[config.mk]
export PLATFORM = sky130hd
export DESIGN_NAME = flip_parser_wrapper
export DESIGN_NICKNAME = d
export VERILOG_FILES = /design/src/rtl/flip_pkg.sv /design/src/rtl/flip_controller.sv /design/src/rtl/flip_parser_wrapper.sv
export SDC_FILE = /design/constraint.sdc
export NUM_CORES = 1
export LEC_CHECK = 0
export BUFFER_PORTS_ARGS = -buffer_cell sky130_fd_sc_hd__buf_2
export CORE_MARGIN = 4
export CORE_UTILIZATION = 56
export DETAILED_ROUTE_END_ITERATION = 12
export PLACE_DENSITY = 0.72
export SYNTH_ARGS = -nofsm -noshare
export SYNTH_HDL_FRONTEND = slang
export SYNTH_SLANG_ARGS = --single-unit
[constraint.sdc]
create_clock -name clk -period 4.3 [get_ports clk]
set_input_delay 0.43 -clock clk [delete_from_list [all_inputs] [get_ports clk]]
set_output_delay 0.43 -clock clk [all_outputs]
set_load 0.05 [all_outputs]
[src/rtl/flip_pkg.sv]
// Shared constants and controller state type for the BRAM flip experiment.
package flip_pkg;

    localparam int DEPTH  = 16;
    localparam int WIDTH  = 8;
    localparam int ADDR_W = $clog2(DEPTH);

    typedef enum logic [1:0] {
        IDLE,
        READ,
        WRITE,
        DONE
    } flip_state_t;

endpackage

[src/rtl/flip_controller.sv]
// Flip sequencer: walks the word pairs (p, DEPTH-1-p) and swaps each one through the RAM ports.
//
// state | meaning
// IDLE  | waiting for start
// READ  | both ports read pair p
// WRITE | both ports write back the crossed read data, advance p
// DONE  | one-cycle done pulse, then back to IDLE
module flip_controller
    import flip_pkg::*;
#(
    parameter  int DEPTH = flip_pkg::DEPTH,
    localparam int AW    = $clog2(DEPTH)
) (
    input  logic          clk,
    input  logic          reset,
    input  logic          start,
    output logic [AW-1:0] addr_a,
    output logic [AW-1:0] addr_b,
    output logic          we,
    output logic          led_ld,
    output logic          done
);

    localparam logic [AW-1:0] LAST_P = AW'(DEPTH / 2 - 1);
    localparam logic [AW-1:0] TOP    = AW'(DEPTH - 1);

    flip_state_t   state, state_d;
    logic [AW-1:0] p, p_d;

    always_ff @(posedge clk or negedge reset) begin
        if (!reset) begin
            state <= IDLE;
            p     <= '0;
        end else begin
            state <= state_d;
            p     <= p_d;
        end
    end

    always_comb begin
        state_d = state;
        p_d     = p;
        we      = 1'b0;
        led_ld  = 1'b0;
        done    = 1'b0;
        addr_a  = p;
        addr_b  = TOP - p;
        case (state)
            IDLE: begin
                if (start) begin
                    p_d     = '0;
                    state_d = READ;
                end
            end
            READ: state_d = WRITE;
            WRITE: begin
                we     = 1'b1;
                led_ld = (p == '0);
                if (p == LAST_P) begin
                    state_d = DONE;
                end else begin
                    p_d     = p + 1'b1;
                    state_d = READ;
                end
            end
            DONE: begin
                done    = 1'b1;
                state_d = IDLE;
            end
            default: state_d = IDLE;
        endcase
    end

endmodule

[src/rtl/flip_parser_wrapper.sv]
// Wrapper holding the dual-port RAM, the flip controller and the LED mirror of word 0.
module flip_parser_wrapper
    import flip_pkg::*;
#(
    parameter  int DEPTH = flip_pkg::DEPTH,
    parameter  int WIDTH = flip_pkg::WIDTH,
    localparam int AW    = $clog2(DEPTH)
) (
    input  logic       clk,
    input  logic       reset,
    input  logic       start,
    output logic [3:0] leds
);

    typedef logic [WIDTH-1:0] mem_t [DEPTH];

    function automatic mem_t init_mem();
        mem_t m;
        for (int i = 0; i < DEPTH; i++) m[i] = WIDTH'(i);
        return m;
    endfunction

    // Power-up image mem[i] = i; reset deliberately leaves the array alone.
    mem_t mem = init_mem();

    logic [AW-1:0]    addr_a, addr_b;
    logic             we, led_ld;
    logic [WIDTH-1:0] rdata_a, rdata_b;

    flip_controller #(.DEPTH(DEPTH)) controller_inst (
        .clk    (clk),
        .reset  (reset),
        .start  (start),
        .addr_a (addr_a),
        .addr_b (addr_b),
        .we     (we),
        .led_ld (led_ld),
        .done   ()
    );

    // Both ports share one process; the pair addresses never collide.
    always_ff @(posedge clk) begin
        rdata_a <= mem[addr_a];
        rdata_b <= mem[addr_b];
        if (we) begin
            mem[addr_a] <= rdata_b;
            mem[addr_b] <= rdata_a;
        end
    end

    always_ff @(posedge clk or negedge reset) begin
        if (!reset) begin
            leds <= 4'b0000;
        end else if (led_ld) begin
            leds <= rdata_b[3:0];
        end
    end

endmodule

==> impl_metrics.env <==
export IMPL_status="complete, no violations"
export IMPL_rsz0062_at_grt="false"
export IMPL_relSlewSlack_pct=24.2
export IMPL_wl_um=10300
export IMPL_synth_avg_cell_area_sq_um=15.5
export IMPL_diodes=0
export IMPL_drv_slew=0
export IMPL_fin_crit_ns=2.66
export IMPL_hp_class="in -> reg"
export IMPL_period_share_pct=61.8
export IMPL_die_area_sq_um=9820
export IMPL_nets=293
export IMPL_path_delay_family="flip-flops"
export IMPL_gr_total_overflow=0
export IMPL_clock_path_buffers=2
export IMPL_dp_hpwl_um=6840
export IMPL_nFillCells=559
export IMPL_initialDrtViolationCount=286
export IMPL_required_ns=4.27
export IMPL_cp_end_kind="register"
export IMPL_place_inst=375
export IMPL_vias=2694
export IMPL_setup_violations=0
export IMPL_die_width_um=99.1
export IMPL_rr_worst_depth=3
export IMPL_finalPower_mw=3.21
export IMPL_postSynthRegisterBits=82
export IMPL_synth_cells=299
export IMPL_ir_drop_mv=0.355
export IMPL_grt_max_degree=40
export IMPL_htree_levels=3
export IMPL_timing_rr_start="controller_inst.addr_a[0]"
export IMPL_final_common_cell="mux2_2"
export IMPL_cpPeakStageDelay_ns=1.02
export IMPL_dpl_cell_area_sq_um=4620
export IMPL_r2r_end="mem[15][1]"
export IMPL_drc=0
export IMPL_drive_gt1_share_pct=41.0
export IMPL_ys_seq_area_share_pct=50.2
export IMPL_fin_cells=392
export IMPL_via_per_inst=6.87
export IMPL_hp_start="start"
export IMPL_grt_pass1_vias=2680
export IMPL_syn_nets=307
export IMPL_cts_clk_slew_worst_paths_ns=0.08
export IMPL_drv_cap=0
export IMPL_fmax_mhz=376
export IMPL_fin_tns_setup_ns=0
export IMPL_clk_latency_ns=0.35
export IMPL_dieHeight_um=99.1
export IMPL_core_sq_um=7890
export IMPL_finClkSkew_ns=0.00775
export IMPL_final_cell_mix="68 x mux2_2, 64 x edfxtp_1, 16 x mux4_1, 16 x mux4_2, 16 x a22oi_1"
export IMPL_hold_end="controller_inst.state[0]"
export IMPL_finalHoldViolCount=0
export IMPL_ios=7
export IMPL_root_buffer="clkbuf_8"
export IMPL_drt_first_pass_iters=5
export IMPL_start_util_pct=58.9
export IMPL_cp_slowest_cell="dfrtp_2"
export IMPL_antenna_found_initial=0
export IMPL_yosys_warnings=0
export IMPL_cts_buffers=9
export IMPL_syn_to_final_growth_pct=4.41
export IMPL_holdPathStages=3
export IMPL_stdcell_area_sq_um=4850
export IMPL_worstPathCellList="ha_1 > nand2_1 > o21ai_0"
export IMPL_reg2reg_slack_ns=1.64
export IMPL_track_usage_pct=22.6
export IMPL_grt_pass1_wl_um=16300
export IMPL_crit_buf_inv=0
export IMPL_rows=32
export IMPL_cp_start_kind="register"
export IMPL_netlist_area_sq_um=4650
export IMPL_tightest_slew_ns=1.13
export IMPL_clock_sinks=82
export IMPL_ant_nets=0
export IMPL_whs_ns=0.441
export IMPL_power_per_cell_area_nw_per_um2=661
export IMPL_path_class="reg -> reg"
export IMPL_cts_tree="yes"
export IMPL_leakage_nw=1.70
export IMPL_arrival_ns=2.63
export IMPL_numPortBuffers=6
export IMPL_post_drt_wl_per_cell_um=26.4
export IMPL_crit_fanout=39
export IMPL_ys_types=38
export IMPL_gp_congestion=0.814
-- timing repair --
item,in CTS,in global routing
setup endpoints to repair,0,0
buffers inserted,0,0
endpoints found under the hold margin,10,0
hold buffers,1,0
resized for setup,0,0
-- power by group --
| group | internal [mW] | switching, mW | leakage, nW |
|---|---|---|---|
| Sequential | 1.08 | 0.369 | 0.772 |
| Clock | 0.341 | 0.278 | 0.109 |
| Combinational | 0.630 | 0.506 | 0.816 |
-- worst max path at each step --
| stage | from | endpoint | slack, ns | depth (start not counted) |
|---|---|---|---|---|
| 2_1_floorplan | controller_inst.addr_a[1] | mem[12][0] | 2.14 | 6 |
| 3_3_place_gp | controller_inst.addr_a[0] | mem[3][1] | 1.69 | 4 |
| 3_5_place_dp | controller_inst.addr_a[0] | mem[0][3] | 1.63 | 3 |
| 4_1_cts | controller_inst.addr_a[0] | mem[15][1] | 1.63 | 3 |
| 5_1_grt | controller_inst.addr_a[0] | mem[15][1] | 1.33 | 3 |
| 6_report | controller_inst.addr_a[0] | mem[15][1] | 1.64 | 3 |
-- synth_stat cells --
master     n  share of area [%]
a32o_1     1               0.22
nand3b_1   3               0.48
buf_2     12                1.3
buf_6      3               0.73
nand3_1    2               0.22
mux2i_1    1               0.22
and4b_1    1               0.22
o211ai_1   1               0.16
buf_4      2               0.32
dfxtp_1    8                3.4
clkbuf_1  10               0.81
nand2_1   12               0.97
buf_12     1               0.43
inv_1      4               0.32
and3_1    10                1.3
nor3b_4    2               0.81
nand3b_2   1               0.24
o21ai_0    3               0.32
edfxtp_1  64                 41
nor2b_1    4               0.54
clkbuf_2   4               0.43
mux4_1    16                9.0
ha_1       5                1.3
o31ai_1    1               0.16
or2_2      7               0.94
or3_1      1               0.13
mux2_2    68                 16
nor2_1     3               0.24
nor3b_2    1               0.27
mux4_2    16                7.8
a22oi_1   16                2.6
nor2_2     1               0.13
a21o_1     1               0.16
o21bai_1   1               0.16
dfrtp_1   10                5.4
buf_1      1              0.081
o22ai_1    1               0.13
and2_1     1               0.13
-- registers in the layout, summed over array words and instances (netlist names) --
signal                  count
mem                        64
leds                        4
rdata_a                     4
controller_inst.state       2
rdata_b                     4
controller_inst.addr_a      4
-- per-layer routing --
layer	routed length [um]	track usage, %	up-vias
met1	4430	33.4	1372
met2	4860	33.6	135
met4	232	8.30	0
li1	-	-	1165
met5	0	0	-
met3	818	4.28	22
-- tightest hold or removal path: cells and delay by family --
family / cells / cell delay, ns
AO/OA/AOI/OAI: 1 / 0.11
buffers and inverters: 2 / 0.20
-- cell families (layout without fill, tap and decap cells) --
group           count (synthesis)  in the layout  synth area share (%)
simple gates                   49             49                  6.68
mux                           101            101                  33.5
compound gates                 25             25                  3.90
fa+ha+maj                       5              5                  1.35
flops                          82             82                  50.2
buf+inv                        37             28                  4.41
-- area by class of cell --
cell class	instances	area, sq um	share of cell area, %
tap	102	128	2.63
clock buffer	11	141	2.91
timing repair buffer	8	47.5	0.980
multi-input combinational	180	2110	43.5
sequential	82	2330	48.1
inverter	4	15.0	0.309
clock inverter	5	77.6	1.60
-- metrics by stage --
step           worst slack [ns]  util, %
2_1_floorplan              2.14        -
3_3_place_gp               1.69     58.6
3_5_place_dp               1.63     58.6
4_1_cts                    1.63     61.5
5_1_grt                    1.33     61.5
6_report                   1.64     61.5
No activity file was read; power rests on OpenSTA's default activity.
